File: config.mk
export PLATFORM = sky130hd
export DESIGN_NAME = lcd_serial_tx
export DESIGN_NICKNAME = d
export VERILOG_FILES = /design/src/rtl/lcd_serial_tx.sv
export SDC_FILE = /design/constraint.sdc
export NUM_CORES = 1
export LEC_CHECK = 0
export CAP_MARGIN = 20
export CELL_PAD_IN_SITES_DETAIL_PLACEMENT = 1
export CELL_PAD_IN_SITES_GLOBAL_PLACEMENT = 2
export CORE_ASPECT_RATIO = 1.75
export CORE_MARGIN = 2
export CORE_UTILIZATION = 45
export CTS_CLUSTER_SIZE = 24
export DETAILED_ROUTE_END_ITERATION = 16
export HOLD_SLACK_MARGIN = 0.05
export PLACE_DENSITY_LB_ADDON = 0.1
export SLEW_MARGIN = 20
export SYNTH_ARGS = -nofsm -noshare
export SYNTH_HDL_FRONTEND = slang
export SYNTH_SLANG_ARGS = --single-unit
File: constraint.sdc
create_clock -name clk -period 5.9 [get_ports clk]
set_clock_uncertainty 0.2 [all_clocks]
set_input_delay 0.59 -clock clk [delete_from_list [all_inputs] [get_ports clk]]
set_output_delay 0.59 -clock clk [all_outputs]
set_load 0.02 [all_outputs]
File: src/rtl/lcd_serial_tx.sv
// Serial LCD transmitter: a small write FIFO of {is_cmd, data} words feeding a
// CS/RS/SCLK/SID shifter with configurable width, rate, bit order and burst framing.
module lcd_serial_tx #(
  parameter int DATA_W     = 8,
  parameter int CLK_DIV    = 4,
  parameter int FIFO_DEPTH = 4,
  parameter int MSB_FIRST  = 1,
  parameter int CS_GAP     = 2,
  parameter int BURST      = 1
) (
  input  logic                          clk,
  input  logic                          rstn,
  input  logic                          I_we,
  input  logic                          I_is_cmd,
  input  logic [DATA_W-1:0]             I_data,
  input  logic                          I_clr_ovf,
  output logic [1:0]                    O_status,
  output logic                          O_full,
  output logic [$clog2(FIFO_DEPTH):0]   O_level,
  output logic                          O_overflow,
  output logic                          O_cs,
  output logic                          O_rs,
  output logic                          O_sclk,
  output logic                          O_sid
);

  localparam int AW      = $clog2(FIFO_DEPTH);
  localparam int GAP_CYC = CS_GAP * CLK_DIV;
  localparam int CNT_W   = $clog2(GAP_CYC + 1);
  localparam int BIT_W   = $clog2(DATA_W + 1);

  localparam logic [1:0] ST_READY    = 2'b00;
  localparam logic [1:0] ST_TRANSFER = 2'b01;
  localparam logic [1:0] ST_FINISH   = 2'b10;

  typedef enum logic [2:0] {S_IDLE, S_LOAD, S_LOW, S_HIGH, S_GAP} state_t;

  // ---------------------------------------------------------------- FIFO
  logic [DATA_W:0] mem [FIFO_DEPTH];
  logic [AW:0]     wr_ptr, rd_ptr;
  logic [AW:0]     level;
  logic            full, empty, push, pop, ovf;
  logic [DATA_W:0] head;

  assign level = wr_ptr - rd_ptr;
  assign full  = (level == (AW+1)'(FIFO_DEPTH));
  assign empty = (level == '0);
  assign push  = I_we && !full;
  assign head  = mem[rd_ptr[AW-1:0]];

  // NOTE: the storage array has no reset; only the pointers define what is valid.
  always_ff @(posedge clk) begin
    if (push) mem[wr_ptr[AW-1:0]] <= {I_is_cmd, I_data};
  end

  // NOTE: sequential state uses non-blocking assignments so every register samples pre-edge values.
  always_ff @(posedge clk or negedge rstn) begin
    if (!rstn) begin
      wr_ptr <= '0;
      rd_ptr <= '0;
      ovf    <= 1'b0;
    end else begin
      if (push) wr_ptr <= wr_ptr + (AW+1)'(1);
      if (pop)  rd_ptr <= rd_ptr + (AW+1)'(1);
      // A dropped write in the same cycle as a clear keeps the flag set.
      if (I_we && full)   ovf <= 1'b1;
      else if (I_clr_ovf) ovf <= 1'b0;
    end
  end

  // ---------------------------------------------------------------- FSM
  state_t              state, state_n;
  logic [CNT_W-1:0]    cnt, cnt_n;
  logic [BIT_W-1:0]    bit_cnt, bit_cnt_n;
  logic [DATA_W-1:0]   shreg, shreg_n;
  logic                rs_q, rs_n;
  logic                div_done, last_bit;

  assign div_done = (cnt == CNT_W'(CLK_DIV - 1));
  assign last_bit = (bit_cnt == BIT_W'(1));

  always_ff @(posedge clk or negedge rstn) begin
    if (!rstn) begin
      state   <= S_IDLE;
      cnt     <= '0;
      bit_cnt <= '0;
      shreg   <= '0;
      rs_q    <= 1'b0;
    end else begin
      state   <= state_n;
      cnt     <= cnt_n;
      bit_cnt <= bit_cnt_n;
      shreg   <= shreg_n;
      rs_q    <= rs_n;
    end
  end

  // NOTE: every output of this block gets a default first, so no path can infer a latch.
  always_comb begin
    state_n   = state;
    cnt_n     = cnt;
    bit_cnt_n = bit_cnt;
    shreg_n   = shreg;
    rs_n      = rs_q;
    pop       = 1'b0;
    unique case (state)
      S_IDLE: begin
        if (!empty) begin
          pop       = 1'b1;
          shreg_n   = head[DATA_W-1:0];
          rs_n      = ~head[DATA_W];
          bit_cnt_n = BIT_W'(DATA_W);
          state_n   = S_LOAD;
        end
      end
      S_LOAD: begin
        cnt_n   = '0;
        state_n = S_LOW;
      end
      S_LOW: begin
        if (div_done) begin
          cnt_n   = '0;
          state_n = S_HIGH;
        end else begin
          cnt_n = cnt + CNT_W'(1);
        end
      end
      S_HIGH: begin
        if (div_done) begin
          cnt_n     = '0;
          bit_cnt_n = bit_cnt - BIT_W'(1);
          if (!last_bit) begin
            shreg_n = (MSB_FIRST != 0) ? (shreg << 1) : (shreg >> 1);
            state_n = S_LOW;
          end else if ((BURST != 0) && !empty && (~head[DATA_W] == rs_q)) begin
            // Burst continuation: next word goes straight to LOW with CS held.
            pop       = 1'b1;
            shreg_n   = head[DATA_W-1:0];
            bit_cnt_n = BIT_W'(DATA_W);
            state_n   = S_LOW;
          end else begin
            state_n = S_GAP;
          end
        end else begin
          cnt_n = cnt + CNT_W'(1);
        end
      end
      S_GAP: begin
        // Present the next word's RS while CS is low so it is settled before CS rises.
        if (!empty) rs_n = ~head[DATA_W];
        if (cnt == CNT_W'(GAP_CYC - 1)) begin
          cnt_n   = '0;
          state_n = S_IDLE;
        end else begin
          cnt_n = cnt + CNT_W'(1);
        end
      end
      default: state_n = S_IDLE;
    endcase
  end

  // ---------------------------------------------------------------- outputs
  always_comb begin
    if (state == S_HIGH && div_done && last_bit) O_status = ST_FINISH;
    else if (state == S_IDLE && empty)           O_status = ST_READY;
    else                                         O_status = ST_TRANSFER;
  end

  assign O_cs       = (state == S_LOAD) || (state == S_LOW) || (state == S_HIGH);
  assign O_sclk     = (state == S_HIGH);
  assign O_rs       = rs_q;
  assign O_sid      = (MSB_FIRST != 0) ? shreg[DATA_W-1] : shreg[0];
  assign O_full     = full;
  assign O_level    = level;
  assign O_overflow = ovf;

endmodule
==> Word-level counts from Yosys, hierarchy flattened <==
Memories as Yosys holds them, arrays and structs flattened.
Index checks and enable logic that the tools add are counted.
{ "word_totals": {"register_bits": 27, "latch_bits": 0, "ramBits": 36, "romBits": 0, "word_cells": 82, "n_memories": 1} }
{ "op_classes": {"add_sub_neg": 5, "multipliers": 0, "div": 0, "magnitude_cmp": 0, "eq_ne": 14, "shift": 0, "n_mux": 31, "bitwise_logic": 2, "reduce_logical": 21} }
{ "mem_list": {"columns": ["memory", "depth", "word_bits", "read_ports", "rd_clocked_by_memory_dff", "write_ports", "line", "source"], "rows": [
  ["mem", 4, 9, 1, 0, 1, "39", "logic [DATA_W:0] mem [FIFO_DEPTH];"]
]} }
{ "ops": {"columns": ["operator", "count"], "rows": [
  ["$mux 8", 4],
  ["$mux 4", 6],
  ["$mux 3", 6],
  ["$pmux 8 s2", 1],
  ["$pmux 3 s5", 1],
  ["$pmux 4 s3", 1],
  ["$mux 1", 9],
  ["$pmux 4 s2", 1],
  ["$reduce_and 4->1", 2],
  ["$add 3x1->3 const B", 2],
  ["$eq 3x2->1 const B", 2],
  ["$eq 3x3->1 const B", 2],
  ["$logic_and 1x1->1", 6],
  ["$logic_not 3->1", 2],
  ["$ne 2x2->1 const B", 3],
  ["$add 4x1->4 const B", 1],
  ["$eq 4x1->1 const B", 1],
  ["$eq 4x2->1 const B", 1],
  ["$eq 4x3->1 const B", 1],
  ["$reduce_bool 2->1", 2],
  ["$reduce_or 2->1", 2],
  ["$sub 4x1->4 const B", 1],
  ["$eq 3x1->1 const B", 1],
  ["$ne 3x2->1 const B", 1],
  ["other kinds (11)", 14]
]} }

==> Longest topological paths before layout <==
Gate-level depths: netlist (run 1).
{ "depth": {"depth_word": 8, "mapped_depth": 9, "mapped_depth_nobuf": 8} }

==> Worst setup path before layout (run 1) <==
Ideal clock, no wire load.
{ "synth_path": {"kind": "register to register", "startpoint": "reg wr_ptr[0]", "endpoint": "reg wr_ptr[2]", "arrival_time_ns": 2.624, "t_required_ns": 5.558, "setup_slack_ns": 2.934, "stages_incl_launch_ff": 9, "n_path_buf": 0, "period_less_slack_ns": 2.966, "cell_sequence": "dfrtp_1 inv_1 ha_1 fa_1 inv_1 nor3_1 nor2b_1 and2_1 xor2_1"} }
{ "synth_between": {"elab_chain_cells": 4, "elab_cells_between_ends": 5, "classes_between": "2 x add/sub; 1 x eq/ne; 2 x reduce/logical"} }
{ "synth_lines": {"columns": ["item", "line", "source"], "rows": [
  ["start, declared", "40", "logic [AW:0] wr_ptr, rd_ptr;"],
  ["start signal, assigned", "63", "if (push) wr_ptr <= wr_ptr + (AW+1)'(1);"],
  ["$sub 3x3->3", "45", "assign level = wr_ptr - rd_ptr;"],
  ["named net O_level[1]", "19", "output logic [$clog2(FIFO_DEPTH):0] O_level,"],
  ["$eq 3x3->1", "46", "assign full = (level == (AW+1)'(FIFO_DEPTH));"],
  ["named net O_full", "18", "output logic O_full,"],
  ["$logic_not 1->1", "48", "assign push = I_we && !full;"],
  ["$logic_and 1x1->1", "48", null]
]} }
The timed path passes the listed nets, and every way through them passes these cells.
A chain may end at the register's enable or synchronous reset.

==> Worst setup path after layout (run 1) <==
{ "layout_path": {"startpoint": "reg rd_ptr[0]", "endpoint": "out O_full"} }
{ "layout_between": {"elab_chain_cells": 2} }
{ "layout_lines": {"columns": ["item", "line", "source"], "rows": [
  ["start, declared", "40", null],
  ["start signal, assigned", "64", "if (pop) rd_ptr <= rd_ptr + (AW+1)'(1);"],
  ["$sub 3x3->3", "45", null],
  ["$eq 3x3->1", "46", null],
  ["end, declared", "18", null]
]} }
Every way passes these cells.

==> metrics.log, run 1 <==
[metrics] overflow left after global routing: 0
[metrics] core box area: 6490 um^2
[metrics] clock network fraction of total power: 26.5%
[metrics] average detailed-routed wire length per instance: 18.2 um
[metrics] kind of cell adding the most delay to the critical path: adder cells
[metrics] average vias per placed instance: 5.39
[metrics] number of violations reported at the end of detailed-routing iteration 0: 67
[metrics] setup TNS after final layout: 0 ns
[metrics] NumNets Final: 254
[metrics] most frequent standard cell in the layout excluding fill and tap cells: sky130_fd_sc_hd__edfxtp_1
[metrics] clock-pin transition on the worst setup and hold timing paths: 0.05 ns
[metrics] htree depth: 3
[metrics] Mapped Cells: 203
[metrics] Port Buffer Count: 23
[metrics] hpwl dp: 4450 um
[metrics] ys flop type: sky130_fd_sc_hd__edfxtp_1
[metrics] sequential power share: 32.9%
[metrics] total CTS buffers: 9
[metrics] sequential area share after synthesis: 58.8%
[metrics] measured slew at the worst slew-check pin: 0.625 ns
[metrics] highest net fanout along the worst path: 12
[metrics] number of endpoints with negative hold slack in the final report: 0
[metrics] TritonCTS clock tree: yes
[metrics] switching fraction of total power: 33.6%
[metrics] net switching power of the design: 0.000747 W
[metrics] length of the first detailed-routing pass in iterations: 5
[metrics] post-CTS setup buffers: 0
[metrics] synth-to-layout area growth: 21.1%
[metrics] Max Clk Rate: 278 MHz
[metrics] cells traversed along the worst timing path: ha_1 -> fa_1 -> xnor3_1 -> nor3_1 -> clkdlybuf4s50_1
[metrics] Hold Buf Count CTS: 0
[metrics] highest-count cells in the layout ignoring fill and taps: sky130_fd_sc_hd__edfxtp_1 (36), sky130_fd_sc_hd__dfrtp_1 (27), sky130_fd_sc_hd__clkdlybuf4s50_1 (23)
[metrics] overall power of the completed layout: 0.00222 W
[metrics] # setup viols final: 0
[metrics] Internal Power: 0.00147 W
[metrics] count of boundary I/O pins: 24
[metrics] outcome: completed
[metrics] # clock sinks: 63
[metrics] floorplan row count: 39
[metrics] number of antenna violations at the first check in global routing: 0
[metrics] ratio of cells with drive above 1 in the final layout: 17.9%
[metrics] worst hold-check path type: flop to flop
[metrics] power per cell area: 614 nW/um^2
[metrics] worst setup margin: 2.31 ns
[metrics] Die Span X: 65.6 um
[metrics] count of max-cap constraint violations: 0
[metrics] die outline height: 112 um
[metrics] final RePlAce weighted congestion: 0.723
[metrics] crit path capture type: primary output
[metrics] final cycle utilization of the critical path: 60.9%
[metrics] combinational power share: 40.6%
[metrics] Filler Cells Inserted: 634
[metrics] final hold slack: 0.276 ns
[metrics] Critical Path Source Type: flop
[metrics] highest ir drop seen on vdd: 0.307 mV
[metrics] Synth Register Bits: 63
[metrics] total non-filler cell area in the finished layout: 3620 um^2
[metrics] Static Leak: 1.43 nW
[metrics] CP Data Required Time: 5.11 ns
[metrics] CTS root buf: sky130_fd_sc_hd__clkbuf_16
[metrics] CTS Buffer Depth: 2
[metrics] clk_lat worst skew: 0.32 ns
[metrics] area of the mapped netlist: 2990 um^2
[metrics] category of the most critical setup path: flop to primary output
[metrics] critical path data arrival time: 2.80 ns
[metrics] critical path's slowest cell: sky130_fd_sc_hd__clkdlybuf4s50_1
[metrics] number of global-route vias before repair: 1,989
[metrics] Post-synth EDFFs: 36
[metrics] Post-Synthesis Net Count: 226
[metrics] post-CTS sizing: 0
[metrics] Total Wirelength: 5780 um
[metrics] Final Max Slew Viols: 0
[metrics] DP Area: 3280 um^2
[metrics] final worst path period need: 3.59 ns
[metrics] antenna violation net count after detailed routing: 0
[metrics] starting utilization of the core area: 46.0%
[metrics] global-route usage over all layers: 18.2%
[metrics] worst rel slew slack: 58.2%
[metrics] total number of vias: 1,710
[metrics] Yosys warnings: 0
[metrics] proportion of register bits with asynchronous set or reset after synthesis: 42.9%
[metrics] global-route wire length before repair: 9830 um
[metrics] setup slack after placement: 2.60 ns
[metrics] total inserted antenna cells: 0
[metrics] pin count of the biggest net entering global routing: 28
[metrics] number of buffer and inverter stages on the critical path: 1
[metrics] Worst path max stage delay: 0.68 ns
[metrics] Mean Syn Cell Area: 14.7 um^2
[metrics] DR DRC count: 0
[metrics] RSZ-0062 raised after global routing: no
[metrics] die area: 7330 um^2
[metrics] Distinct cells, synth: 47
[final cells by class]
cell class                      count  area (um^2)  share of cell area, %
Sequential cell                    63         1760                   48.6
Inverter                           13         48.8                   1.35
Timing Repair Buffer               24          238                   6.57
Clock buffer                        9          225                   6.23
Tap cell                           82          103                   2.84
Clock inverter                      6          110                   3.04
Multi-Input combinational cell    120         1130                   31.4
[cells in the mapped netlist (2+ instances only)]
cell | n | share of area (%)
sky130_fd_sc_hd__nor2_1 | 10 | 1.3
sky130_fd_sc_hd__xnor2_1 | 3 | 0.88
sky130_fd_sc_hd__and2_1 | 5 | 1.0
sky130_fd_sc_hd__ha_1 | 9 | 3.8
sky130_fd_sc_hd__inv_1 | 13 | 1.6
sky130_fd_sc_hd__a21oi_1 | 3 | 0.50
sky130_fd_sc_hd__dfrtp_1 | 27 | 23
sky130_fd_sc_hd__o21ai_0 | 7 | 1.2
sky130_fd_sc_hd__mux2_2 | 8 | 3.0
sky130_fd_sc_hd__buf_2 | 3 | 0.50
sky130_fd_sc_hd__o31ai_1 | 5 | 1.3
sky130_fd_sc_hd__xor2_1 | 3 | 0.88
sky130_fd_sc_hd__mux2_4 | 7 | 3.5
sky130_fd_sc_hd__mux4_2 | 3 | 2.3
sky130_fd_sc_hd__mux4_1 | 6 | 5.3
sky130_fd_sc_hd__nand2_1 | 17 | 2.1
sky130_fd_sc_hd__nor3_1 | 5 | 0.84
sky130_fd_sc_hd__nand3_1 | 4 | 0.67
sky130_fd_sc_hd__edfxtp_1 | 36 | 36
sky130_fd_sc_hd__buf_6 | 2 | 0.75
[logic make-up after synthesis]
| kind of cell | Yosys count | synth area share, % |
|---|---|---|
| xor gates and xnor gates | 8 | 3.44 |
| AOI/OAI and AO/OA | 24 | 5.95 |
| and+or+nand+nor | 52 | 9.38 |
| muxes | 26 | 14.8 |
| buffers and inverters | 20 | 3.18 |
| DFF | 63 | 58.8 |
| adders and majority gates | 10 | 4.44 |
[power by group through the flow]
stage               clock [W]  sequential [W]  combinational (W)
floorplan                   0        0.000685           0.000700
global placement            0        0.000726           0.000867
detailed placement          0        0.000740           0.000923
CTS                  0.000602        0.000734           0.000925
global route         0.000619        0.000750           0.000995
finish               0.000588        0.000730           0.000902
[layer usage]
layer	vias to the layer above	global-route usage, %	wire length [um]
met1	875	18.2	2060
met3	7	5.15	177
met4	0	6.67	57
met2	23	34.4	3490
li1	805	-	-
met5	-	0	0
[registers in the layout, indices dropped and copies added, names as in the netlist]
| register | cells |
|---|---|
| O_overflow | 1 |
| O_rs | 1 |
| bit_cnt | 4 |
| cnt | 4 |
| mem | 36 |
| rd_ptr | 3 |
| shreg | 8 |
| state | 3 |
| wr_ptr | 3 |
[worst paths after layout]
check / slack, ns / startpoint / cells past startpoint / to
worst min register to register: 0.28 / wr_ptr[2] / 1 / wr_ptr[2]
max in group asynchronous: 4.78 / rstn / 2 / bit_cnt[2]
worst max-delay path: 2.31 / rd_ptr[0] / 5 / O_full
worst max register to register: 2.67 / rd_ptr[0] / 7 / shreg[3]
min in group asynchronous: 0.45 / rstn / 2 / wr_ptr[0]
worst min-delay path: 0.28 / wr_ptr[2] / 1 / wr_ptr[2]
[per-stage QoR]
stage               std cells  util (%)
floorplan                 203         -
global placement          302      50.5
detailed placement        302      50.5
CTS                       317      55.7
global route              317      55.7
finish                    317      55.7
Note: power is estimated with default switching activity, not from simulation.
==> run 2: changes to the inputs <==
--- a/config.mk
+++ b/config.mk
@@ -10,7 +10,7 @@
 export CELL_PAD_IN_SITES_GLOBAL_PLACEMENT = 2
 export CORE_ASPECT_RATIO = 1.75
 export CORE_MARGIN = 2
-export CORE_UTILIZATION = 45
+export CORE_UTILIZATION = 42
 export CTS_CLUSTER_SIZE = 24
 export DETAILED_ROUTE_END_ITERATION = 16
 export HOLD_SLACK_MARGIN = 0.05
==> constraint.sdc (replaced) <==
create_clock -name clk -period 3.55 [get_ports clk]
set_clock_uncertainty 0.2 [all_clocks]
set_input_delay 0.355 -clock clk [delete_from_list [all_inputs] [get_ports clk]]
set_output_delay 0.355 -clock clk [all_outputs]
set_load 0.02 [all_outputs]
==> run 2 against run 1 <==
  * Clock power increased by 50%
  * Critical path depth increased by 1
  * Die area increased by 6.8%
  * Via count decreased by 0.29%
  * Routed wire length decreased by 3.0%
  * Highest routed layer unchanged
  * Combinational power increased by 70%
  * Clock-buffer cell count unchanged
==> metrics.log, run 2 (synthesis gave the netlist of run 1 again) <==
[metrics] category of the most critical setup path: flop to primary output
[metrics] Largest register FFs: 36 (unchanged)
[metrics] clock-pin transition on the worst setup and hold timing paths: 0.06 ns (about the same)
[metrics] ratio of cells with drive above 1 in the final layout: 19.3% (+1.5 points)
[metrics] Filler Cells Inserted: 657 (+3.6%)
[metrics] die area: 7830 um^2 (+6.8%)
[metrics] count of boundary I/O pins: 24 (unchanged)
[metrics] RSZ-0062 raised after global routing: no
[metrics] total CTS buffers: 9 (unchanged)
[metrics] starting utilization of the core area: 43.6% (-2.5 points)
[metrics] post-CTS sizing: 0 (unchanged)
[metrics] number of global-route vias before repair: 1,892 (-4.9%)
[metrics] Total Wirelength: 5610 um (-3.0%)
[metrics] worst hold-check path type: input port to async pin
[metrics] core box area: 6860 um^2 (+5.6%)
[metrics] TritonCTS clock tree: yes
[metrics] global-route wire length before repair: 9450 um (-3.8%)
[metrics] CP Data Required Time: 2.99 ns (-2.12 ns)
[metrics] Hold Buf Count CTS: 0 (unchanged)
[metrics] hpwl dp: 4210 um (-5.4%)
[metrics] measured slew at the worst slew-check pin: 0.605 ns (-0.0205 ns)
[metrics] htree depth: 3 (unchanged)
[metrics] number of violations reported at the end of detailed-routing iteration 0: 48 (-28%)
[metrics] total inserted antenna cells: 0 (unchanged)
[metrics] highest-count cells in the layout ignoring fill and taps: sky130_fd_sc_hd__edfxtp_1 (36), sky130_fd_sc_hd__dfrtp_1 (27), sky130_fd_sc_hd__clkdlybuf4s50_1 (23)
[metrics] overflow left after global routing: 0 (unchanged)
[metrics] CTS root buf: sky130_fd_sc_hd__clkbuf_16
[metrics] number of antenna violations at the first check in global routing: 0 (unchanged)
[metrics] Critical Path Source Type: flop
[metrics] # clock sinks: 63 (unchanged)
[metrics] number of endpoints with negative hold slack in the final report: 0 (unchanged)
[metrics] final RePlAce weighted congestion: 0.747 (+3.3%)
[metrics] Max Clk Rate: 314 MHz
[metrics] final cycle utilization of the critical path: 89.7%
[metrics] NumNets Final: 256 (+0.79%)
[metrics] synth-to-layout area growth: 20.7%
[metrics] floorplan row count: 40 (+2.6%)
[metrics] clk_lat worst skew: 0.33 ns (about the same)
[metrics] average vias per placed instance: 5.30 (-1.8%)
[metrics] critical path data arrival time: 2.63 ns (-0.17 ns)
[metrics] highest ir drop seen on vdd: 0.459 mV (+49%)
[metrics] setup TNS after final layout: 0 ns (unchanged)
[metrics] overall power of the completed layout: 0.00359 W (+62%)
[metrics] power per cell area: 997 nW/um^2 (+62%)
[metrics] post-CTS setup buffers: 0 (unchanged)
[metrics] global-route usage over all layers: 17.2% (-1.1 points)
[metrics] pin count of the biggest net entering global routing: 28 (unchanged)
[metrics] average detailed-routed wire length per instance: 17.4 um (-4.5%)
[metrics] Final Max Slew Viols: 0 (unchanged)
[metrics] most frequent standard cell in the layout excluding fill and tap cells: sky130_fd_sc_hd__edfxtp_1
[metrics] CP startpoint: wr_ptr[0]
[metrics] outcome: completed
[metrics] die outline height: 116 um (+3.4%)
[metrics] Port Buffer Count: 23 (unchanged)
[metrics] antenna violation net count after detailed routing: 0 (unchanged)
[metrics] reg-to-reg startpoint: wr_ptr[0]
[metrics] DR DRC count: 0 (unchanged)
[metrics] highest net fanout along the worst path: 4 (-8)
[metrics] crit path capture type: primary output
[metrics] total number of vias: 1,705 (-0.29%)
[metrics] Static Leak: 1.43 nW (-0.11%)
[metrics] Die Span X: 67.7 um (+3.3%)
[metrics] worst rel slew slack: 59.5% (+1.4 points)
[metrics] length of the first detailed-routing pass in iterations: 3 (-2)
[metrics] CTS Buffer Depth: 2 (unchanged)
[metrics] count of max-cap constraint violations: 0 (unchanged)
[metrics] final worst path period need: 3.18 ns
[metrics] # setup viols final: 0 (unchanged)
[run 2: cell types whose count changed in the layout (fill, tap and decap cells not counted)]
cell,before,now
sky130_fd_sc_hd__buf_4,1,3
sky130_fd_sc_hd__bufinv_16,3,1
sky130_fd_sc_hd__inv_6,0,2
sky130_fd_sc_hd__clkinv_1,1,0
sky130_fd_sc_hd__clkinv_2,0,1
sky130_fd_sc_hd__inv_8,0,1
[run 2: layout make-up]
class | instances | area (um^2) | share of cell area, %
clock inverter | 7 | 80.1 | 2.22
timing repair buffer | 26 | 253 | 7.01
clock buffer | 9 | 225 | 6.25
inverter | 13 | 48.8 | 1.35
tap | 84 | 105 | 2.92
multi-input combinational | 120 | 1130 | 31.5
sequential | 63 | 1760 | 48.7
[run 2: layer usage]
| layer | track usage, % | up-vias | wire length [um] |
|---|---|---|---|
| met5 | 0 | - | 0 |
| met4 | 10.7 | 0 | 193 |
| met3 | 3.40 | 16 | 157 |
| met2 | 29.9 | 26 | 3150 |
| met1 | 18.4 | 850 | 2110 |
| li1 | - | 813 | - |
[run 2: metrics by stage]
step	hold slack, ns	setup WS, ns	utilization (%)	cells	area (um^2)
after floorplan	-0.141	0.584	-	203	2990
after detailed placement	0.275	0.624	48.1	306	3300
after CTS	0.220	0.328	52.6	322	3600
after global routing	0.239	0.174	52.6	322	3600
after global placement	0.277	0.759	48.1	306	3300
final	0.203	0.366	52.6	322	3600
[run 2: power by group]
part	total, W	internal, W	switching, W
combinational	0.00153	0.000761	0.000768
clock	0.000882	0.000552	0.000330
sequential	0.00118	0.00103	0.000156
total	0.00359	0.00234	0.00125
[run 2: critical path, stage by stage, from the launching register on]
cell                              delay (ns)
sky130_fd_sc_hd__dfrtp_1                0.38
sky130_fd_sc_hd__inv_1                  0.12
sky130_fd_sc_hd__ha_1                   0.23
sky130_fd_sc_hd__fa_1                   0.53
sky130_fd_sc_hd__inv_1                  0.06
sky130_fd_sc_hd__nor3_1                 0.31
sky130_fd_sc_hd__clkdlybuf4s50_1        0.67
[run 2: final timing paths]
path                         endpoint  slack (ns)  cells past startpoint
max                            O_full        0.37                      6
min                        bit_cnt[2]        0.20                      2
max reg2reg                 mem[3][1]        0.66                      7
min reg2reg                 wr_ptr[2]        0.28                      1
max in group asynchronous      cnt[1]        2.67                      2
min in group clk            wr_ptr[2]        0.28                      1
==> run 3: changes to the inputs <==
--- a/config.mk
+++ b/config.mk
@@ -14,6 +14,7 @@
 export CTS_CLUSTER_SIZE = 24
 export DETAILED_ROUTE_END_ITERATION = 16
 export HOLD_SLACK_MARGIN = 0.05
+export MAX_ROUTING_LAYER = met4
 export PLACE_DENSITY_LB_ADDON = 0.1
 export SLEW_MARGIN = 20
 export SYNTH_ARGS = -nofsm -noshare
==> run 3 against run 2 <==
  * Non-clock buffer count unchanged
  * Setup slack worse by 0.0030 ns
  * Routed wire length down 0.11%
  * Sequential cell count unchanged
  * Largest power group unchanged
==> metrics.log, run 3 (synthesis gave the netlist of run 1 again) <==
[metrics] outcome: completed
[metrics] total CTS buffers: 9 (unchanged)
[metrics] R2R depth: 7 (unchanged)
[metrics] reg-to-reg startpoint: wr_ptr[0]
[metrics] global-route usage over all layers: 17.7% (+0.55 points)
[metrics] die outline height: 116 um (unchanged)
[metrics] net switching power of the design: 0.00125 W (about the same)
[metrics] Worst path max stage delay: 0.67 ns (about the same)
[metrics] final RePlAce weighted congestion: 0.756 (+1.3%)
[metrics] CTS Buffer Depth: 2 (unchanged)
[metrics] Internal Power: 0.00234 W (about the same)
[metrics] Placed Instances: 306 (unchanged)
[metrics] critical path data arrival time: 2.63 ns (about the same)
[metrics] final worst path period need: 3.19 ns (+0.00297 ns)
[metrics] measured slew at the worst slew-check pin: 0.612 ns (+0.00695 ns)
[metrics] DR DRC count: 0 (unchanged)
[metrics] count of max-cap constraint violations: 0 (unchanged)
[metrics] crit path capture type: primary output
[metrics] category of the most critical setup path: flop to primary output
[metrics] Hold Buf Count CTS: 0 (unchanged)
[metrics] number of violations reported at the end of detailed-routing iteration 0: 50 (+4.2%)
[metrics] TritonCTS clock tree: yes
[metrics] CP startpoint: wr_ptr[0]
[metrics] Final Instance Count excl. Fillers: 322 (unchanged)
[metrics] number of endpoints with negative hold slack in the final report: 0 (unchanged)
[metrics] # setup viols final: 0 (unchanged)
[metrics] cells traversed along the worst timing path: inv_1 -> ha_1 -> fa_1 -> inv_1 -> nor3_1 -> clkdlybuf4s50_1
[metrics] number of antenna violations at the first check in global routing: 0 (unchanged)
[metrics] setup TNS after final layout: 0 ns (unchanged)
[metrics] average vias per placed instance: 5.29 (about the same)
[metrics] Die Span X: 67.7 um (unchanged)
[metrics] worst rel slew slack: 59.1% (-0.47 points)
[metrics] average detailed-routed wire length per instance: 17.4 um (-0.11%)
[metrics] clock-pin transition on the worst setup and hold timing paths: 0.06 ns (about the same)
[metrics] Largest register FFs: 36 (unchanged)
[metrics] most prevalent standard cell on the critical path: sky130_fd_sc_hd__inv_1
[metrics] core box area: 6860 um^2 (unchanged)
[metrics] Static Leak: 1.43 nW (unchanged)
[metrics] length of the first detailed-routing pass in iterations: 4 (+1)
[metrics] sequential power share: 32.9% (about the same)
[metrics] capturing point of the worst reg2reg path: mem[3][1]
[metrics] antenna violation net count after detailed routing: 0 (unchanged)
[metrics] post-CTS setup buffers: 0 (unchanged)
[metrics] ratio of cells with drive above 1 in the final layout: 19.3% (unchanged)
[metrics] floorplan row count: 40 (unchanged)
[metrics] number of global-route vias before repair: 1,883 (-0.48%)
[metrics] synth-to-layout area growth: 20.7% (unchanged)
[metrics] FF-to-FF setup slack: 0.67 ns (about the same)
[metrics] total inserted antenna cells: 0 (unchanged)
[metrics] overflow left after global routing: 0 (unchanged)
[metrics] met1 Use GR: 18.3% (-0.13 points)
[metrics] starting utilization of the core area: 43.6% (unchanged)
[metrics] GR Util met3: 4.56% (+1.2 points)
[metrics] count of boundary I/O pins: 24 (unchanged)
[metrics] Critical Path Source Type: flop
[metrics] Port Buffer Count: 23 (unchanged)
[metrics] post-CTS sizing: 0 (unchanged)
[metrics] total number of vias: 1,704 (-0.059%)
[metrics] CP Data Required Time: 2.99 ns (about the same)
[metrics] pin count of the biggest net entering global routing: 28 (unchanged)
[metrics] final cycle utilization of the critical path: 89.8% (about the same)
[metrics] Filler Cells Inserted: 657 (unchanged)
[metrics] switching fraction of total power: 34.9% (about the same)
[metrics] GRT met2 Usage: 29.9% (+0.065 points)
[metrics] clock network fraction of total power: 24.6% (about the same)
[metrics] critical path capture point: O_full
[metrics] RSZ-0062 raised after global routing: no
[metrics] clk_lat worst skew: 0.33 ns (about the same)
[metrics] NumNets Final: 256 (unchanged)
[metrics] Final Max Slew Viols: 0 (unchanged)
[metrics] power per cell area: 997 nW/um^2 (about the same)
[metrics] # clock sinks: 63 (unchanged)
[metrics] htree depth: 3 (unchanged)
[metrics] most frequent standard cell in the layout excluding fill and tap cells: sky130_fd_sc_hd__edfxtp_1
[metrics] critical path's slowest cell: sky130_fd_sc_hd__clkdlybuf4s50_1
[metrics] die area: 7830 um^2 (unchanged)
[metrics] most crowded layer after global routing: met2
[metrics] highest-count cells in the layout ignoring fill and taps: sky130_fd_sc_hd__edfxtp_1 (36), sky130_fd_sc_hd__dfrtp_1 (27), sky130_fd_sc_hd__clkdlybuf4s50_1 (23)
[metrics] hpwl dp: 4210 um (unchanged)
[metrics] Total Wirelength: 5600 um (-0.11%)
[metrics] worst hold-check path type: input port to async pin
[metrics] CTS root buf: sky130_fd_sc_hd__clkbuf_16
[metrics] highest net fanout along the worst path: 4 (unchanged)
[metrics] combinational power share: 42.5% (about the same)
[metrics] Max Clk Rate: 314 MHz (about the same)
[metrics] highest ir drop seen on vdd: 0.458 mV (-0.15%)
[metrics] global-route wire length before repair: 9470 um (+0.14%)
## run 3: cell counts in the layout (fill, tap and decap cells not counted)
No cell type changed its count.
## run 3: power by group through the flow
stage / sequential, W / combinational [W] / clock (W)
2_1_floorplan: 0.00114 / 0.00116 / 0
3_3_place_gp: 0.00118 / 0.00149 / 0
3_5_place_dp: 0.00120 / 0.00156 / 0
4_1_cts: 0.00119 / 0.00156 / 0.000905
5_1_grt: 0.00122 / 0.00168 / 0.000940
6_report: 0.00118 / 0.00153 / 0.000882
## run 3: per-layer routing
| layer | part of all wire (%) | vias up |
|---|---|---|
| met2 | 57 | 28 |
| met5 | 0 | - |
| met4 | 2.6 | 0 |
| li1 | - | 813 |
| met1 | 38 | 849 |
| met3 | 3.2 | 14 |
## run 3: worst min path at each step
stage               slack [ns]  cells after the start        from          to
floorplan                -0.14                      0        rstn  O_overflow
global placement          0.28                      1  bit_cnt[3]  bit_cnt[3]
detailed placement        0.28                      1   wr_ptr[2]   wr_ptr[2]
CTS                       0.22                      2        rstn  bit_cnt[2]
global route              0.24                      2        rstn  bit_cnt[0]
finish                    0.20                      2        rstn  bit_cnt[2]
## run 3: critical path, delay by kind of cell, from the launching register on
kind | cells | cell delay [ns]
and+or+nand+nor | 1 | 0.31
buffers and inverters | 3 | 0.86
adders and majority gates | 2 | 0.76
DFF | 1 | 0.38
## run 3: metrics by stage
step | utilization [%] | worst slack [ns] | cell area [um^2] | hold slack [ns] | power, W
finish | 52.6 | 0.363 | 3600 | 0.204 | 0.00359
global route | 52.6 | 0.171 | 3600 | 0.236 | 0.00383
CTS | 52.6 | 0.328 | 3600 | 0.220 | 0.00365
detailed placement | 48.1 | 0.624 | 3300 | 0.275 | 0.00275
global placement | 48.1 | 0.759 | 3300 | 0.277 | 0.00267
floorplan | - | 0.584 | 2990 | -0.141 | 0.00230
## run 3: area by class of cell
class	count	area [um^2]	area share (%)
tap	84	105	2.92
clock inverter	7	80.1	2.22
sequential	63	1760	48.7
timing repair buffer	26	253	7.01
multi-input combinational	120	1130	31.5
inverter	13	48.8	1.35
clock buffer	9	225	6.25
